## src/rtl/mcdf_arbiter.sv

```systemverilog
// mcdf_arbiter: picks one of three slave channels by priority (round-robin on
// ties), requests the formatter, then streams the committed packet word by word.
module mcdf_arbiter #(
  parameter int DW = 32
) (
  input  logic          clk_i,
  input  logic          rst_i,
  input  logic          slv0_en_i,
  input  logic [1:0]    slv0_prio_i,
  input  logic [2:0]    slv0_pkglen_i,
  input  logic          slv0_req_i,
  input  logic [DW-1:0] slv0_data_i,
  output logic          slv0_ack_o,
  input  logic          slv1_en_i,
  input  logic [1:0]    slv1_prio_i,
  input  logic [2:0]    slv1_pkglen_i,
  input  logic          slv1_req_i,
  input  logic [DW-1:0] slv1_data_i,
  output logic          slv1_ack_o,
  input  logic          slv2_en_i,
  input  logic [1:0]    slv2_prio_i,
  input  logic [2:0]    slv2_pkglen_i,
  input  logic          slv2_req_i,
  input  logic [DW-1:0] slv2_data_i,
  output logic          slv2_ack_o,
  output logic          fmt_req_o,
  input  logic          fmt_grant_i,
  input  logic          fmt_ready_i,
  output logic [1:0]    fmt_chid_o,
  output logic [5:0]    fmt_len_o,
  output logic          fmt_valid_o,
  output logic [DW-1:0] fmt_data_o,
  output logic          fmt_start_o,
  output logic          fmt_end_o
);

  typedef enum logic [1:0] {IDLE, REQ, SEND} state_t;

  state_t state, state_nxt;

  logic [1:0]    last_id;
  logic [5:0]    cnt;
  logic [3:0]    elig;
  logic [1:0]    prio_v   [4];
  logic [2:0]    pkglen_v [4];
  logic [DW-1:0] data_v   [4];

  logic       win_found;
  logic [1:0] win_id;
  logic [1:0] win_prio;
  logic [1:0] idx;
  logic       xfer;
  logic       last_word;

  // Slot 3 is an unused channel id; tying it off keeps 2-bit indexing in range.
  assign elig        = {1'b0, slv2_en_i & slv2_req_i, slv1_en_i & slv1_req_i, slv0_en_i & slv0_req_i};
  assign prio_v[0]   = slv0_prio_i;
  assign prio_v[1]   = slv1_prio_i;
  assign prio_v[2]   = slv2_prio_i;
  assign prio_v[3]   = 2'd3;
  assign pkglen_v[0] = slv0_pkglen_i;
  assign pkglen_v[1] = slv1_pkglen_i;
  assign pkglen_v[2] = slv2_pkglen_i;
  assign pkglen_v[3] = 3'd0;
  assign data_v[0]   = slv0_data_i;
  assign data_v[1]   = slv1_data_i;
  assign data_v[2]   = slv2_data_i;
  assign data_v[3]   = '0;

  function automatic logic [5:0] len_map(input logic [2:0] code);
    case (code)
      3'd0:    len_map = 6'd4;
      3'd1:    len_map = 6'd8;
      3'd2:    len_map = 6'd16;
      default: len_map = 6'd32;
    endcase
  endfunction

  // Scan channels in round-robin order from the one after the last grant; a
  // strictly lower priority replaces the candidate, so ties keep the earliest.
  always_comb begin
    win_found = 1'b0;
    win_id    = 2'd0;
    win_prio  = 2'd3;
    idx       = 2'd0;
    for (int k = 0; k < 3; k++) begin
      idx = 2'(({30'd0, last_id} + 32'(k) + 32'd1) % 32'd3);
      if (elig[idx] && (!win_found || (prio_v[idx] < win_prio))) begin
        win_found = 1'b1;
        win_id    = idx;
        win_prio  = prio_v[idx];
      end
    end
  end

  // State register.
  always_ff @(posedge clk_i) begin
    if (rst_i) state <= IDLE;
    else       state <= state_nxt;
  end

  // Next-state decode plus the per-cycle transfer qualifiers.
  always_comb begin
    state_nxt = state;
    xfer      = 1'b0;
    last_word = 1'b0;
    case (state)
      IDLE: if (win_found) state_nxt = REQ;
      REQ:  if (fmt_grant_i) state_nxt = SEND;
      SEND: begin
        if (fmt_ready_i) begin
          xfer = 1'b1;
          if (cnt == 6'(fmt_len_o - 6'd1)) begin
            last_word = 1'b1;
            state_nxt = IDLE;
          end
        end
      end
      default: state_nxt = IDLE;
    endcase
  end

  // Packet bookkeeping: latch winner in IDLE, count words, remember last grant.
  always_ff @(posedge clk_i) begin
    if (rst_i) begin
      fmt_chid_o <= 2'd0;
      fmt_len_o  <= 6'd0;
      cnt        <= 6'd0;
      last_id    <= 2'd2;
    end else begin
      if (state == IDLE && win_found) begin
        fmt_chid_o <= win_id;
        fmt_len_o  <= len_map(pkglen_v[win_id]);
      end
      if (state == REQ && fmt_grant_i) cnt <= 6'd0;
      else if (xfer)                   cnt <= cnt + 6'd1;
      if (last_word) last_id <= fmt_chid_o;
    end
  end

  // Formatter-side strobes and the zero-latency data path from the latched channel.
  always_comb begin
    fmt_req_o   = (state == REQ);
    fmt_valid_o = xfer;
    fmt_start_o = xfer && (cnt == 6'd0);
    fmt_end_o   = last_word;
    fmt_data_o  = xfer ? data_v[fmt_chid_o] : '0;
    slv0_ack_o  = xfer && (fmt_chid_o == 2'd0);
    slv1_ack_o  = xfer && (fmt_chid_o == 2'd1);
    slv2_ack_o  = xfer && (fmt_chid_o == 2'd2);
  end

endmodule

```

## config.mk

```make
export PLATFORM = sky130hd
export DESIGN_NAME = mcdf_arbiter
export DESIGN_NICKNAME = d
export VERILOG_FILES = /design/src/rtl/mcdf_arbiter.sv
export SDC_FILE = /design/constraint.sdc
export NUM_CORES = 1
export LEC_CHECK = 0
export ABC_AREA = 1
export BUFFER_PORTS_ARGS = -buffer_cell sky130_fd_sc_hd__buf_2
export CAP_MARGIN = 10
export CORE_AREA = 5 5 74 93
export DETAILED_ROUTE_END_ITERATION = 12
export DIE_AREA = 0 0 79 98
export PLACE_DENSITY_LB_ADDON = 0.2
export SYNTH_ARGS = -nofsm -noshare
export SYNTH_HDL_FRONTEND = slang
export SYNTH_SLANG_ARGS = --single-unit
```

## constraint.sdc

```tcl
create_clock -name clk_i -period 3.1 [get_ports clk_i]
set_clock_uncertainty 0.15 [all_clocks]
set_input_delay 0.31 -clock clk_i [delete_from_list [all_inputs] [get_ports clk_i]]
set_output_delay 0.31 -clock clk_i [all_outputs]
set_load 0.01 [all_outputs]
```

# After elaboration in Yosys (flattened, before gate mapping)

Index checks and enable logic that the tools add are counted.

Register bits after elaboration: 18
Input port bits: 121
Output and inout port bits: 47
Logic and storage cells: 102

Add/subtract/negate cells: 6
Divide/modulo/power cells: 3
Magnitude comparators: 10
Equality and inequality tests: 11
Multiplexer cells: 41
Bitwise logic cells: 8
Reductions and logical operators: 18

Operators by type and width:

| operator                                                                      | count |
|---|---|
| 32-bit by 2-bit remainder unit with 32-bit output (second input constant)     | 3 |
| 32-bit 2-to-1 mux                                                             | 3 |
| 32-bit binary-select mux with 2-bit select                                    | 1 |
| 2-bit 2-to-1 mux                                                              | 15 |
| 6-bit one-hot mux with 3 select lines                                         | 1 |
| 3-bit >= comparator (second input constant)                                   | 5 |
| 2-bit inverter with 3-bit output                                              | 5 |
| 2-bit binary-select mux with 2-bit select                                     | 3 |
| 1-bit 2-to-1 mux                                                              | 11 |
| 2-bit by 3-bit less-than comparator with 1-bit output (second input constant) | 3 |
| 3-bit by 1-bit adder with 4-bit output (second input constant)                | 2 |
| 1-bit logical AND                                                             | 8 |
| 6-bit by 1-bit adder with 6-bit output (second input constant)                | 1 |
| 1-bit binary-select mux with 2-bit select                                     | 3 |
| 3-bit binary-select mux with 2-bit select                                     | 1 |
| 6-bit == test                                                                 | 1 |
| 6-bit logical NOT                                                             | 1 |
| 3-bit 2-to-1 mux                                                              | 2 |
| 2-bit != test (second input constant)                                         | 3 |
| 2-bit one-hot mux with 3 select lines                                         | 1 |
| 6-bit by 1-bit subtractor with 6-bit output (second input constant)           | 1 |
| 2-bit by 1-bit == test with 1-bit output (second input constant)              | 2 |
| 2-bit == test (second input constant)                                         | 2 |
| 2-bit logical NOT                                                             | 2 |
| 12 further kinds                                                              | 17 |

# Logic depth before layout (Yosys ltp)

Gate-level depths: netlist (run 1).

Depth after elaboration: 21
Depth in mapped cells: 28
Mapped depth without buffers: 27

# Worst setup path after synthesis (run 1)

OpenSTA, ideal clock, no wires.

Path type: reg-to-reg
Start: reg last_id[0]
End: reg fmt_len_o[5]
Library setup time: 0.116 ns
Data arrival time: 2.941 ns
Data required time: 2.834 ns
Path slack: -0.108 ns
Stages on the path, launching flop included: 25
Path buffers: 1
Clock period less this slack: 3.208 ns
Path through: dfxtp_1 > inv_1 > ha_1 > buf_4 > o21ai_1 > nand2_1 > nor2_1 > ha_1 > nand2_1 > nand2_1 > nand2_2 > nand2_4 > nand2_1 > o21ai_0 > ha_1 > nand2_1 > nand2_2 > nand2_4 > nand2_4 > o21ai_2 > nand3_1 > nand2_1 > nand3_2 > nand3_1 > a21oi_1

Word-level cells in the longest chain between the ends: 21
Elaborated cells on any way between the ends: 50
Classes of those cells: add/sub (4); div (3); order compare (2); eq/ne (2); mux (27); bitwise (4); reduce/logical (8)

Ends and longest elaborated chain:

| what                                                                                                                       | line   | RTL |
|---|---|---|
| start: declaration                                                                                                         | 41     | `logic [1:0] last_id;` |
| start signal: assignment                                                                                                   | 137    | `if (last_word) last_id <= fmt_chid_o;` |
| 2-bit by 1-bit adder with 3-bit output                                                                                     | 87     | `idx = 2'(({30'd0, last_id} + 32'(k) + 32'd1) % 32'd3);` |
| 3-bit by 1-bit adder with 4-bit output / 32-bit by 2-bit remainder unit with 32-bit output (equally long branches)         | 87     |  |
| 32-bit by 2-bit remainder unit with 32-bit output / 2-bit inverter with 3-bit output (equally long branches)               | 87, 91 |  |
| 2-bit inverter with 3-bit output (implied by the code) / 2-bit binary-select mux with 2-bit select (equally long branches) | 88, 91 |  |
| 2-bit binary-select mux with 2-bit select / 2-bit 2-to-1 mux (equally long branches)                                       | 88, 91 |  |
| 2-bit 2-to-1 mux, on equally long branches (2 in a row)                                                                    | 88, 91 |  |
| 2-bit less-than comparator                                                                                                 | 88     | `if (elig[idx] && (!win_found \|\| (prio_v[idx] < win_prio))) begin` |
| 1-bit logical OR                                                                                                           | 88     |  |
| [3 not listed]                                                                                                             | n/a    |  |
| 1-bit logical OR                                                                                                           | 88     |  |
| 1-bit logical AND                                                                                                          | 88     |  |
| 2-bit 2-to-1 mux                                                                                                           | 88     |  |
| 2-bit inverter with 3-bit output (implied by the code)                                                                     | 133    | `fmt_len_o <= len_map(pkglen_v[win_id]);` |
| 3-bit binary-select mux with 2-bit select                                                                                  | 133    |  |
| 3-bit 2-to-1 mux (implied by the code) (2 in a row)                                                                        | 133    |  |
| 3-bit by 2-bit == test with 1-bit output (tied with other cells)                                                           | 71     | `case (code)` |
| 6-bit one-hot mux with 3 select lines                                                                                      | 71     |  |
| end signal: assignment                                                                                                     | 133    |  |
| end: declaration                                                                                                           | 30     | `output logic [5:0] fmt_len_o,` |

Several ways; a longest one is shown, not always the timed one. The select of a mux whose other input is x is not followed.
A chain may end at the register's enable or synchronous reset.

# Final worst setup path (run 1)

Ends and elaborated chain as after synthesis.

==> flow_summary.yaml, run 1 <==
logic_synthesis:
  netlist_area_mm2: 0.00213
  yosys-top-cells-area: "nand2_1 (24%), dfxtp_1 (15%), inv_1 (9.9%)"
  synth.distinct_cells: 36
  syn_area_per_cell_um2: 5.51
  syn_inst: 387
  netlist.area_leader.share_pct: 24.5
  yosysTopAreaCell: "nand2_1"
  yosys_warnings: 0
  synth_seq_cells: 16
  seq_area_frac_synth_pct: 15.0
floorplan:
  die_w_um: 79
  start_util_pct: 35.7
  io_pins: 168
  core_area_mm2: 0.00597
  fp.dieH_um: 98
  dieArea_mm2: 0.00774
  row_count: 32
worst_setup_path:
  path_cells: "inv_2 > ha_4 > buf_6 > a21oi_2 > a32oi_2 > ha_1 > nand2_1 > nand2_1 > nand2_2 > nand2_4 > nand2_2 > o21ai_2 > ha_1 > nand2_1 > nand2_2 > nand2_4 > nand2_8 > o21ai_4 > nand3_2 > nand2_4 > nand3_2 > nand3_1 > a21oi_1"
  reg2reg_depth: 23
  critPathKind: "register to register"
  r2r-start: "last_id[0]"
  crit_path_end_kind: "register"
  worstPathArrival_ns: 3.20
  rrSetupSlack_ns: -0.10
  cpPeakStageDelay_ns: 0.34
  slowest_stage: "dfxtp_2"
  start_kind: "register"
  worst_r2r_endpoint: "fmt_len_o[5]"
  crit_required_ns: 3.09
  path_max_fanout: 7
grt:
  grt_usage_pct: 21.5
  antenna_found_initial: 0
  grt_max_degree: 23
  first_global_vias: 3144
  grt_overflow: 0
  grt_pass1_wl_mm: 13.8
worst_hold_path:
  hold_path.class: "input pin to register"
  min_path_cells: 2
  min_from: "rst_i"
  min_to: "fmt_len_o[5]"
run_status:
  violations: "negative setup slack"
  status: "complete, but fails checks"
run:
  max_cap_violations: 0
detailed_routing:
  drtAntennaViolNets: 0
  firstDrtPassIters: 4
  vias_per_cell: 4.96
  drc: 0
  routedWlPerCell_um: 13.4
  num_vias: 3177
  finalWirelength_mm: 8.59
  drt-initial-drc-count: 119
clocking:
  path_clk_slew_ns: 0.06
  clk_path_buf_depth: 2
  cts_max_level: 1
  clkSinkCount: 16
  cts-root-buf: "clkbuf_8"
  tritoncts: "done"
  cts_hold_buf: 0
  clock_latency_ns: 0.25
  numCtsBuffers: 3
pwr:
  powerDensity_mw_per_mm2: 237
  ir_drop_mv: 0.157
  power_leakage_nw: 2.09
timing:
  final_hold_viol_count: 0
  maxSlewViolCount: 0
  fin_tns_setup_ns: -0.327
  rsz0062_at_grt: "true"
  setup_viol_count_final: 5
  fmax_mhz: 312
  period_share_pct: 103
  period_minus_slack_ns: 3.20
  postLayoutSetupSlackWorst_ns: -0.102
layout:
  mostFrequentLayoutCell: "buf_2"
  finish.net_count: 702
  diodes: 0
  area_growth_pct: 62.1
  nFillCells: 585
  fin_cells: 640
  multiInputGateArea_mm2: 0.00170
  seqCellArea_um2: 323
  final_cell_mix: "buf_2 (165), nand2_1 (133), inv_1 (54), buf_4 (29), nand3_1 (28)"
  layout-drive-gt1-share_pct: 43.5
place:
  portBuffers: 165
  place_hpwl_mm: 7.06
  place.gp.congestion: 0.945
  dp.cells: 629
-- where the power goes --
| group | internal [mW] | total (mW) | switching, mW | leakage, nW |
|---|---|---|---|---|
| sequential | 0.219 | 0.233 | 0.0134 | 0.131 |
| clock | 0.113 | 0.185 | 0.0720 | 0.0288 |
| combinational | 0.179 | 0.401 | 0.222 | 1.93 |
-- critical path: cells and delay by family, from the launching register on --
kind	cells	cell delay, ns
DFF	1	0.34
and+or+nand+nor	13	1.05
adders and majority gates	3	0.86
buffers and inverters	2	0.18
AOI/OAI and AO/OA	5	0.55
-- cell families after synthesis --
kind of cell	Yosys count	share of synthesized area, %
xor gates and xnor gates	4	1.64
and+or+nand+nor	214	44.2
buffers and inverters	74	13.9
DFF	16	15.0
other	1	0.176
adders and majority gates	8	4.70
AOI/OAI and AO/OA	70	20.4
-- per-layer routing --
metal / GRT usage (%) / vias to the layer above / routed length [µm]
met1: 24.8 / 1418 / 3240
met2: 40.4 / 116 / 4560
met4: 5.82 / 0 / 229
met5: 0 / - / 0
met3: 2.86 / 20 / 551
li1: - / 1623 / -
-- cell usage after synthesis --
cell type and instances:
nand2_1 139, inv_1 56, nand3_1 38, a22oi_1 20, a21oi_1 18, o21ai_0 17, dfxtp_1 16, clkbuf_1 12
nor2_1 10, ha_1 8, nand2_2 8, nor3_1 6, buf_4 4, a31oi_1 3, nand2_4 3, o21a_1 3
a221oi_1 2, nand3_2 2, nor3b_1 2, o21ai_1 2, xnor2_1 2, xor2_1 2, a32oi_1 1, conb_1 1
inv_2 1, inv_4 1, nand3b_1 1, nand4_1 1, nor2_2 1, nor2_4 1, nor4_1 1, o211ai_1 1
o21ai_2 1, o221ai_1 1, o22ai_1 1, or2_2 1
-- repair_timing --
item,in CTS,in global routing
pin swaps,17,17
gates cloned,0,0
buffers inserted,5,2
gates resized for setup,19,16
setup endpoints to repair,6,6
-- final cells by class --
cell class	count	area share (%)
Clock buffer	4	1.59
Timing Repair Buffer	196	30.9
Sequential cell	16	9.34
Tap cell	68	2.46
Inverter	58	6.45
Multi-Input combinational cell	298	49.3
-- state kept, by name, indices dropped and copies added (netlist names) --
| signal | count |
|---|---|
| last_id | 2 |
| state | 2 |
| fmt_chid_o | 2 |
| fmt_len_o | 4 |
| cnt | 6 |
-- worst max-delay path by stage --
stage / startpoint / end / slack, ns
2_1_floorplan: last_id[0] / fmt_len_o[5] / 0.0003
3_3_place_gp: last_id[0] / fmt_len_o[5] / -0.09
3_5_place_dp: last_id[0] / fmt_len_o[5] / -0.14
4_1_cts: last_id[0] / fmt_len_o[5] / -0.04
5_1_grt: last_id[0] / fmt_len_o[5] / -0.32
6_report: last_id[0] / fmt_len_o[5] / -0.10
-- through the flow --
stage	utilization [%]	power [mW]	hold WS, ns	setup WS, ns	cell area (µm²)
2_1_floorplan	-	0.456	0.229	0.000282	2180
3_3_place_gp	53.5	0.607	0.349	-0.0860	3190
3_5_place_dp	53.5	0.612	0.363	-0.142	3190
4_1_cts	56.5	0.809	0.145	-0.0443	3370
5_1_grt	57.9	0.879	0.164	-0.323	3450
6_report	57.9	0.818	0.146	-0.102	3450
Note: power is estimated with default switching activity, not from simulation.
==> inputs of run 2 (changes only) <==
--- a/config.mk
+++ b/config.mk
@@ -8,9 +8,9 @@
 export ABC_AREA = 1
 export BUFFER_PORTS_ARGS = -buffer_cell sky130_fd_sc_hd__buf_2
 export CAP_MARGIN = 10
-export CORE_AREA = 5 5 74 93
+export CORE_AREA = 5 5 72 90
 export DETAILED_ROUTE_END_ITERATION = 12
-export DIE_AREA = 0 0 79 98
+export DIE_AREA = 0 0 77 95
 export PLACE_DENSITY_LB_ADDON = 0.2
 export SYNTH_ARGS = -nofsm -noshare
 export SYNTH_HDL_FRONTEND = slang
==> constraint.sdc (replaced) <==
create_clock -name clk_i -period 3.4 [get_ports clk_i]
set_clock_uncertainty 0.15 [all_clocks]
set_input_delay 0.34 -clock clk_i [delete_from_list [all_inputs] [get_ports clk_i]]
set_output_delay 0.34 -clock clk_i [all_outputs]
set_load 0.01 [all_outputs]
==> flow_summary.yaml, run 2 (same netlist as run 1, synthesis figures left out) <==
grt:
  grt_overflow: 0
  first_global_vias: 2936
  grt_pass1_wl_mm: 12.6
  grt_max_degree: 22
  grt_usage_pct: 20.6
  antenna_found_initial: 0
detailed_routing:
  firstDrtPassIters: 4
  num_vias: 3099
  drt-initial-drc-count: 112
  drtAntennaViolNets: 0
  finalWirelength_mm: 8.38
  vias_per_cell: 4.91
  routedWlPerCell_um: 13.3
  drc: 0
timing:
  worstMarginPinSlew_ns: 0.838
  fin_tns_setup_ns: 0
  maxSlewViolCount: 0
  whs_ns: 0.171
  period_share_pct: 97.1
  final_hold_viol_count: 0
  period_minus_slack_ns: 3.30
  setup_viol_count_final: 0
  fmax_mhz: 303
  rsz0062_at_grt: "true"
  max_slew_margin_pct: 44.1
worst_setup_path:
  path_max_fanout: 6
  path_cells: "inv_2 > ha_4 > buf_4 > a21oi_1 > a32oi_1 > ha_1 > nand2_1 > nand2_1 > nand2_2 > nand2_4 > nand2_1 > o21ai_1 > ha_1 > nand2_1 > nand2_2 > nand2_4 > nand3_1 > nand2_2 > nand2_1 > nand3_1 > nand2_1 > nand2_1 > nand3_2 > a21oi_2"
  crit_required_ns: 3.44
  cp_num_buf_inv: 2
  cpPeakStageDelay_ns: 0.33
  start_kind: "register"
  path_delay_family: "simple AND/OR/NAND/NOR gates"
  critPathKind: "register to register"
  crit_path_end_kind: "register"
  path_common_cell: "nand2_1"
  worstPathArrival_ns: 3.34
  slowest_stage: "dfxtp_2"
floorplan:
  fp.dieH_um: 95
  die_w_um: 77
  row_count: 31
  dieArea_mm2: 0.00732
  core_area_mm2: 0.00562
  io_pins: 168
  start_util_pct: 37.9
clocking:
  numCtsBuffers: 3
  cts-root-buf: "clkbuf_8"
  path_clk_slew_ns: 0.06
  tritoncts: "done"
  cts_max_level: 1
  clock_latency_ns: 0.25
  clkSinkCount: 16
  cts_hold_buf: 0
  clk_path_buf_depth: 2
place:
  place_hpwl_mm: 6.99
  portBuffers: 165
  place.gp.congestion: 0.938
pwr:
  p_total_mw: 0.729
  powerDensity_mw_per_mm2: 221
  ir_drop_mv: 0.180
  power_leakage_nw: 2.03
layout:
  diodes: 0
  top_regs: "cnt (6), fmt_len_o (4)"
  layout-drive-gt1-share_pct: 40.5
  largest_register_ffs: 6
  regMostFlops: "cnt"
  final_cell_mix: "buf_2 (165), nand2_1 (136), inv_1 (54), nand3_1 (35), buf_4 (23)"
  nFillCells: 565
  mostFrequentLayoutCell: "buf_2"
  area_growth_pct: 55.0
  finish.net_count: 695
run:
  max_cap_violations: 0
worst_hold_path:
  hold_path.class: "input pin to register"
run_status:
  status: "finished clean"
[run 2: report_power, final]
part | internal [mW] | switching, mW | total [mW]
registers | 0.200 | 0.0127 | 0.213
logic | 0.155 | 0.194 | 0.349
clock network | 0.103 | 0.0649 | 0.168
[run 2: worst paths after layout]
kind | start | end | depth (start not counted) | slack (ns)
max | last_id[0] | fmt_len_o[5] | 24 | 0.1
min | rst_i | fmt_len_o[5] | 2 | 0.17
min reg2reg | cnt[1] | cnt[1] | 2 | 0.37
max reg2reg | last_id[0] | fmt_len_o[5] | 24 | 0.1
[run 2: timing repair]
item	CTS	global route
pin swaps	0	12
buffers inserted	0	3
gates resized for setup	2	22
endpoints found under the setup margin	1	6
[run 2: through the flow]
stage | instances | setup slack, ns | util (%) | cell area, µm²
floorplan | 388 | 0.192 | - | 2130
global placement | 624 | 0.0959 | 55.6 | 3130
detailed placement | 624 | -0.0231 | 55.6 | 3130
CTS | 628 | 0.0505 | 56.9 | 3200
global route | 631 | -0.0951 | 58.7 | 3300
finish | 631 | 0.0976 | 58.7 | 3300
[run 2: area by class of cell]
type	instances	area [µm²]	share of cell area (%)
tap	66	82.6	2.50
multi-input combinational	298	1610	48.8
sequential	16	323	9.78
inverter	58	220	6.67
clock buffer	4	55.1	1.67
timing repair buffer	189	1010	30.6
[run 2: routing by layer]
layer	global-route usage [%]	share of wire [%]	wire length, µm
met4	6.73	1.9	163
met2	40.1	55	4600
met1	22.4	38	3150
met3	3.34	5.6	465
met5	0	0	0
